File: src/rtl/sha_pre_pipeline_scheduler_pkg.sv
// ----------------------------------------------------------------------------
// sha_pre_pipeline_scheduler_pkg
//
// Purpose : Shared SHA types for the pre-pipeline scheduler.
//           - HashState     : eight 32-bit midstate words
//           - sched_state_t : scheduler FSM states
//           - nonce_t       : 33-bit nonce so the sweep can step past
//                             2^32-1 without wrapping back to low nonces
// Ports   : none (package)
// ----------------------------------------------------------------------------
package sha_pre_pipeline_scheduler_pkg;

   typedef logic [7:0][31:0] HashState;

   typedef enum logic [1:0] {
      IDLE  = 2'd0,
      ISSUE = 2'd1,
      DRAIN = 2'd2
   } sched_state_t;

   localparam int unsigned NONCE_W = 33;

   typedef logic [NONCE_W-1:0] nonce_t;

   // The slice is exhausted once the next nonce would reach the exclusive bound.
   function automatic logic slice_exhausted(input nonce_t next_nonce, input nonce_t limit);
      return (next_nonce >= limit);
   endfunction

endpackage

File: src/rtl/sha_pre_pipeline_scheduler.sv
// ----------------------------------------------------------------------------
// sha_pre_pipeline_scheduler
//
// Purpose : Sequences one SHA pre-pipeline processor through a nonce sweep.
//           A work item (midstate + w1..w3) is accepted in IDLE, then one
//           newblock+valid cycle and one valid per nonce are issued until the
//           processor's nonce slice is exhausted. The scheduler then waits for
//           the pipeline to drain and pulses sweep_done.
//
// Optional feature : define SHA_SCHED_ABORT_EN to let 'abort' cancel a sweep
//                    in ISSUE (the drain and sweep_done still follow). When the
//                    macro is undefined the abort port is present but ignored.
//
// Ports :
//   clk, rst             clock, synchronous active-high reset
//   work_valid/ready     work item handshake (ready = IDLE and not in reset)
//   work_hashstate       midstate for the sweep
//   work_w1/w2/w3        block-2 words 0..2
//   hold                 suppress issue this cycle (ISSUE only)
//   abort                cancel current sweep (SHA_SCHED_ABORT_EN only)
//   core_valid           one nonce issued to the pre-pipeline
//   core_newblock        first issue of a work item
//   core_hashstate       registered midstate, stable for the whole sweep
//   core_w1/w2/w3        registered block-2 words, stable for the whole sweep
//   busy                 scheduler is working on an item
//   cur_nonce            nonce of the most recent issue
//   sweep_done           one-cycle pulse once the sweep has fully drained
// ----------------------------------------------------------------------------
module sha_pre_pipeline_scheduler
   import sha_pre_pipeline_scheduler_pkg::*;
#(
   parameter int unsigned  PROCESSORINDEX = 0,
   parameter int unsigned  NUMPROCESSORS  = 1,
   parameter logic [32:0]  NONCE_LIMIT    = 33'h1_0000_0000,
   parameter int unsigned  PIPE_LATENCY   = 15
) (
   input  logic        clk,
   input  logic        rst,
   input  logic        work_valid,
   output logic        work_ready,
   input  HashState    work_hashstate,
   input  logic [31:0] work_w1,
   input  logic [31:0] work_w2,
   input  logic [31:0] work_w3,
   input  logic        hold,
   input  logic        abort,
   output logic        core_valid,
   output logic        core_newblock,
   output HashState    core_hashstate,
   output logic [31:0] core_w1,
   output logic [31:0] core_w2,
   output logic [31:0] core_w3,
   output logic        busy,
   output logic [31:0] cur_nonce,
   output logic        sweep_done
);

   localparam int unsigned DRAIN_W = $clog2(PIPE_LATENCY + 1);

   localparam nonce_t             FIRST_NONCE = nonce_t'(PROCESSORINDEX);
   localparam nonce_t             STRIDE      = nonce_t'(NUMPROCESSORS);
   // Counting down to zero inclusive gives exactly PIPE_LATENCY drain cycles.
   localparam logic [DRAIN_W-1:0] DRAIN_LOAD  = DRAIN_W'(PIPE_LATENCY - 1);

   sched_state_t       state_q;
   nonce_t             nonce_q;
   nonce_t             nonce_d;
   logic               first_pend_q;
   logic [DRAIN_W-1:0] drain_q;
   logic               core_valid_q;
   logic               core_newblock_q;
   HashState           hashstate_q;
   logic [31:0]        w1_q;
   logic [31:0]        w2_q;
   logic [31:0]        w3_q;
   logic               busy_q;
   logic [31:0]        cur_nonce_q;
   logic               sweep_done_q;
   logic               abort_req;

`ifdef SHA_SCHED_ABORT_EN
   assign abort_req = abort;
`else
   logic unused_abort;
   assign abort_req    = 1'b0;
   assign unused_abort = abort;
`endif

   // 33-bit add: stepping past 2^32-1 lands above NONCE_LIMIT instead of wrapping.
   assign nonce_d    = nonce_q + STRIDE;
   assign work_ready = (state_q == IDLE) & ~rst;

   always_ff @(posedge clk) begin
      if (rst) begin
         state_q         <= IDLE;
         nonce_q         <= '0;
         first_pend_q    <= 1'b0;
         drain_q         <= '0;
         core_valid_q    <= 1'b0;
         core_newblock_q <= 1'b0;
         hashstate_q     <= '0;
         w1_q            <= '0;
         w2_q            <= '0;
         w3_q            <= '0;
         busy_q          <= 1'b0;
         cur_nonce_q     <= '0;
         sweep_done_q    <= 1'b0;
      end else begin
         core_valid_q    <= 1'b0;
         core_newblock_q <= 1'b0;
         sweep_done_q    <= 1'b0;
         // busy is registered from the state, so it trails the state by one
         // cycle and still covers the sweep_done cycle.
         busy_q          <= (state_q != IDLE);

         case (state_q)
            IDLE: begin
               if (work_valid && work_ready) begin
                  hashstate_q  <= work_hashstate;
                  w1_q         <= work_w1;
                  w2_q         <= work_w2;
                  w3_q         <= work_w3;
                  nonce_q      <= FIRST_NONCE;
                  first_pend_q <= 1'b1;
                  // An empty slice skips straight to the drain so the
                  // consumer still sees sweep_done.
                  if (slice_exhausted(FIRST_NONCE, NONCE_LIMIT)) begin
                     state_q <= DRAIN;
                     drain_q <= DRAIN_LOAD;
                  end else begin
                     state_q <= ISSUE;
                  end
               end
            end

            ISSUE: begin
               if (abort_req) begin
                  state_q <= DRAIN;
                  drain_q <= DRAIN_LOAD;
               end else if (!hold) begin
                  core_valid_q    <= 1'b1;
                  core_newblock_q <= first_pend_q;
                  cur_nonce_q     <= nonce_q[31:0];
                  first_pend_q    <= 1'b0;
                  nonce_q         <= nonce_d;
                  if (slice_exhausted(nonce_d, NONCE_LIMIT)) begin
                     state_q <= DRAIN;
                     drain_q <= DRAIN_LOAD;
                  end
               end
            end

            DRAIN: begin
               if (drain_q == '0) begin
                  sweep_done_q <= 1'b1;
                  state_q      <= IDLE;
               end else begin
                  drain_q <= drain_q - DRAIN_W'(1);
               end
            end

            default: state_q <= IDLE;
         endcase
      end
   end

   assign core_valid     = core_valid_q;
   assign core_newblock  = core_newblock_q;
   assign core_hashstate = hashstate_q;
   assign core_w1        = w1_q;
   assign core_w2        = w2_q;
   assign core_w3        = w3_q;
   assign busy           = busy_q;
   assign cur_nonce      = cur_nonce_q;
   assign sweep_done     = sweep_done_q;

endmodule

File: config.mk
export PLATFORM = sky130hd
export DESIGN_NAME = sha_pre_pipeline_scheduler
export DESIGN_NICKNAME = d
export VERILOG_FILES = /design/src/rtl/sha_pre_pipeline_scheduler_pkg.sv /design/src/rtl/sha_pre_pipeline_scheduler.sv
export SDC_FILE = /design/constraint.sdc
export NUM_CORES = 1
export LEC_CHECK = 0
export CAP_MARGIN = 40
export CORE_AREA = 2 2 287 289
export CTS_BUF_LIST = sky130_fd_sc_hd__clkbuf_4 sky130_fd_sc_hd__clkbuf_8
export DETAILED_ROUTE_END_ITERATION = 10
export DIE_AREA = 0 0 289 291
export GPL_TIMING_DRIVEN = 0
export PLACE_DENSITY = 0.48
export SYNTH_ARGS = -nofsm -noshare
export SYNTH_HDL_FRONTEND = slang
export SYNTH_SLANG_ARGS = --single-unit
File: constraint.sdc
create_clock -name clk -period 6.38 [get_ports clk]
set_clock_uncertainty 0.2 [all_clocks]
set_input_delay 1.914 -clock clk [delete_from_list [all_inputs] [get_ports clk]]
set_output_delay 1.914 -clock clk [all_outputs]
set_load 0.01 [all_outputs]
* Word-level counts from Yosys, hierarchy flattened
Cells that the tools add are included.
Cells by class: $add $sub $neg 2, order comparisons 1, equal/unequal tests 7, muxes and demuxes 17, bitwise operators 5, reduce and logical (&&, ||, !) cells 14
Operator list (number):
- 2-to-1 mux 33 bit | 2
- one-hot mux 33 bit (2 select lines) | 1
- adder 33 x 1 -> 33 bit, second input constant | 1
- greater-or-equal comparator 33 bit, second input constant | 1
- 2-to-1 mux 4 bit | 3
- 2-to-1 mux 2 bit | 4
- != test 2 bit, second input constant | 4
- one-hot mux 4 bit (2 select lines) | 1
- AND reduction 4 bit | 2
- one-hot mux 2 bit (3 select lines) | 1
- nonzero test 2 bit | 3
- logical NOT 4 bit | 1
- 2-to-1 mux 1 bit | 4
- inverter 1 bit | 4
- AND reduction 2 bit | 2
- OR reduction 2 bit | 2
- subtractor 4 x 1 -> 4 bit, second input constant | 1
- AND reduction 3 bit | 1
- OR reduction 3 bit | 1
- equality test 2 x 1 -> 1 bit, second input constant | 1
- equality test 2 bit, second input constant | 1
- logical NOT 2 bit | 1
- != test 2 x 1 -> 1 bit, second input constant | 1
- one-hot mux 1 bit (2 select lines) | 1
- other kinds (2) | 2
Storage, ports and cells: flip-flop bits (word level) 428, bits of input ports 357, output and inout bits 389, word-level logic and storage cells 66

* Depth between registers and ports, before layout
depth in word-level cells 5, gate-level depth with buffers 7, depth with buffers taken out 7

* Worst setup path before layout
OpenSTA, ideal clock, no wires.
kind input port to output port, from input port rst, to output port work_ready, arrival 3.087 ns, required time 4.266 ns, slack 1.179 ns, stages 5, path buffers 4, path through clkbuf_1 clkbuf_1 clkbuf_1 clkbuf_1 nor3_1
Between the ends: word-level cells in the longest chain between the ends 2
RTL lines:
- start, declared | line sha_pre_pipeline_scheduler.sv:38 | input logic rst,
- inverter 1 bit | line sha_pre_pipeline_scheduler.sv:91 | assign work_ready = (state_q == IDLE) & ~rst;
- AND 1 bit | line sha_pre_pipeline_scheduler.sv:91
- end, declared | line sha_pre_pipeline_scheduler.sv:40 | output logic work_ready,
Every way passes these cells.

* Worst setup path after layout
Same ends and word-level chain as after synthesis.

==> key figures <==
Run status
  – Status: finished clean

Clock tree
  – Resized cells post-CTS: 0
  – TritonCTS Sinks: 428
  – CTS root buffer: clkbuf_8
  – Clock Tree Buf Depth: 3
  – Reg clk slew, reported paths: 0.06 ns
  – H-tree level count: 3
  – Hold Buf Count CTS: 0
  – # Post-CTS Setup Buffers: 0
  – Worst-Skew Late Latency: 0.65 ns
  – CTS Buf Count: slightly above 80
  – CTS tree: yes

Synthesis
  – Post-Synthesis Cells: around 1900
  – Synth area leaders: dfxtp_1 (53%), nand2b_1 (14%), o21ai_0 (11%), nand2_1 (10%), clkbuf_1 (2.1%)
  – Asr flop ratio synth: 0
  – Avg Cell Area, Syn: 8.452 sq um
  – Post-synthesis register bit count: 428
  – Area leader, netlist: dfxtp_1
  – Yosys cell types: 48
  – Syn_nets: 2265
  – Yosys Warn Count: 0
  – Ys flop type: dfxtp_1
  – Area share of the largest cell type after synthesis: 0.5319
  – Post-synthesis sequential area ratio: 0.5319
  – Post-synth EDFFs: 0
  – Synthesized area: 16110 sq um

Critical path
  – Critical path buffers and inverters: 5
  – Worst path max stage delay: 0.57 ns
  – CP dominant cell by count: clkbuf_1
  – CP cell instances: clkbuf_1 -> clkbuf_1 -> buf_8 -> clkbuf_1 -> nor3_1 -> clkdlybuf4s50_1
  – Reg2reg setup slack: about 3.5 ns
  – Family with the most delay on the worst path: buffers and inverters
  – WS Path Type: input pin to output port
  – Required time of the critical path: ~4.3 ns
  – CP startpoint kind: input pin
  – Arr. time, crit path: around 4.0 ns
  – Crit-path max FO: 18
  – Setup crit end kind: output port
  – CP max-delay cell: clkdlybuf4s50_1

Timing
  – Hold Vio Cnt, Final: 0
  – Final setup viols: 0
  – Period utilization: 0.9569
  – Min cycle time layout: 6.105 ns
  – Max frequency: 163.8 MHz
  – RSZ-0062 raised after global routing: false
  – Worst Tran Pin Value: roughly 0.82 ns
  – Post-route setup slack: 0.2748 ns
  – Pins Over Slew Limit: 0
  – Worst slew margin: 0.4508

Die
  – I/O pin total: between 700 and 800
  – # rows: 105
  – Die Area: 84100 sq um
  – DIE HEIGHT: 291 microns
  – Die X: 289 microns
  – Initial core utilization: 0.1984
  – Core box area: 81190 sq um

GRT
  – Initial antenna violation count: 12
  – GRT Residual Overflow: 0
  – Pin count of the biggest net entering global routing: 19
  – First-pass GRT wire length: 104.5 mm
  – Vias in the first global route: between 15000 and 20000
  – Total track usage: 0.1652

Layout
  – Final Net Count: 3097
  – Multi-input logic area: 6905 sq um
  – Fillers: 8471
  – Util after Layout: 0.3286
  – FF+latch area: 8568 sq um
  – Area growth, synth to finish: 65.61%
  – Layout cells sized above 1: 0.07808

Routing
  – Initial DRC count: approximately 570
  – Via density: 4.131
  – DRC: 0
  – DRT Pass-1 Iters: 5
  – Antenna Nets Post-Route: 0
  – Routed WL: 72.67 mm
  – Routed WL per cell: 18.78 microns
  – Vias: 15987

Power
  – Peak VDD IR: 0.0001425 V
  – LEAKAGE: just over 9 nW
  – Pwr Density: 279.2 nW/um^2

Place
  – Dpl hpwl: 57.49 mm
  – Pre-CTS WS: -0.3272 ns
  – Port Buffers: 743
  – RePlAce Congestion: 0.8430

Flow run
  – Max_cap viols: 0

Min path
  – Tightest Hold Check Type: register to register
## placed cells by master (no fill, tap or decap), types with 5 or more instances in the layout
master	count
clkdlybuf4s50_1	743
nand2_1	429
dfxtp_1	428
o21ai_0	358
nand2b_1	356
clkbuf_8	96
clkbuf_1	90
buf_2	43
nor2_1	42
a21oi_1	39
xnor2_1	25
clkbuf_4	24
inv_1	11
nor3_2	11
diode_2	8
and4_1	8
clkinv_2	8
nand3_1	7
or3_1	5
nor4_2	5
buf_8	5
## flip-flops by register name, indices dropped and copies added, names as in the netlist, 2 cells and up
register / count
core_w3: 32
core_hashstate: 256
drain_q: 4
state_q: 2
core_w1: 32
cur_nonce: 32
nonce_q: 33
core_w2: 32
## per-stage QoR
step | TNS (ns) | hold slack [ns] | cell area [sq um] | cells | power, W
detailed placement | -0.3272 | 0.2504 | 24970 | 3725 | 0.004695
global placement | -0.5572 | 0.2504 | 24890 | 3719 | 0.004673
global route | 0 | 0.2799 | 26670 | 3867 | 0.007829
CTS | 0 | 0.2578 | 26660 | 3862 | 0.007601
finish | 0 | 0.2531 | 26680 | 3870 | 0.007449
floorplan | 0 | 0.2338 | 16110 | 1906 | 0.003655
## metal layers
| layer | wire length, microns | vias up | GRT usage |
|---|---|---|---|
| li1 | - | 7841 | - |
| met1 | 28420 | 7420 | 0.1812 |
| met2 | 35380 | 588 | 0.2870 |
| met3 | 6285 | 132 | 0.05752 |
| met4 | 2540 | 6 | 0.06965 |
| met5 | 34 | - | 0 |
## worst paths after layout
path                                                 start                             end  cells past startpoint
worst max-delay path                                   rst                      work_ready                      6
worst min-delay path            cur_nonce[21]$_SDFFE_PP0P_      cur_nonce[21]$_SDFFE_PP0P_                      2
worst max register to register     state_q[1]$_SDFFE_PP0P_  core_hashstate[8]$_SDFFE_PP0P_                      6
worst min register to register  cur_nonce[21]$_SDFFE_PP0P_      cur_nonce[21]$_SDFFE_PP0P_                      2
## cell families (layout without fill, tap and decap cells)
logic type,Yosys count,count (layout),share of synthesized area
other,0,8,0
AND/OR/NAND/NOR,889,889,0.2812
XOR/XNOR,26,26,0.01414
buffers and inverters,149,1035,0.03946
AO/OA/AOI/OAI,412,412,0.1318
flip-flops,428,428,0.5319
adder cells (fa/ha/maj),2,2,0.001553
## Yosys cell counts (4+ instances only)
master	instances
a21oi_1	39
and4_1	8
buf_2	43
clkbuf_1	91
dfxtp_1	428
inv_1	11
nand2_1	429
nand2b_1	356
nand3_1	7
nand4_1	4
nor2_1	42
nor3_1	4
nor3_2	11
nor4_2	5
o21ai_0	358
or3_1	5
xnor2_1	25
## power breakdown
part           internal (W)  total, W  switching, W  leakage (nW)
clock               0.00159   0.00283       0.00124         0.890
combinational      0.000799   0.00152      0.000720          4.88
sequential          0.00294   0.00310      0.000154          3.51
## worst register-to-register path: stages (launching register included)
cell	delay [ns]
dfxtp_1	0.38
nor4b_2	0.65
buf_2	0.40
buf_2	0.42
buf_2	0.42
nand2_1	0.24
o21ai_0	0.12
## area by class of cell
class	count	area share
plain buffers	137	0.02214
inverters	11	0.001548
clock inverters	18	0.007082
well taps	1070	0.05018
diodes	8	0.0007504
multi-input cells	1329	0.2588
flip-flops and latches	428	0.3212
clock buffers	120	0.05628
repair buffers	749	0.2820
Note: power is estimated with default switching activity, not from simulation.
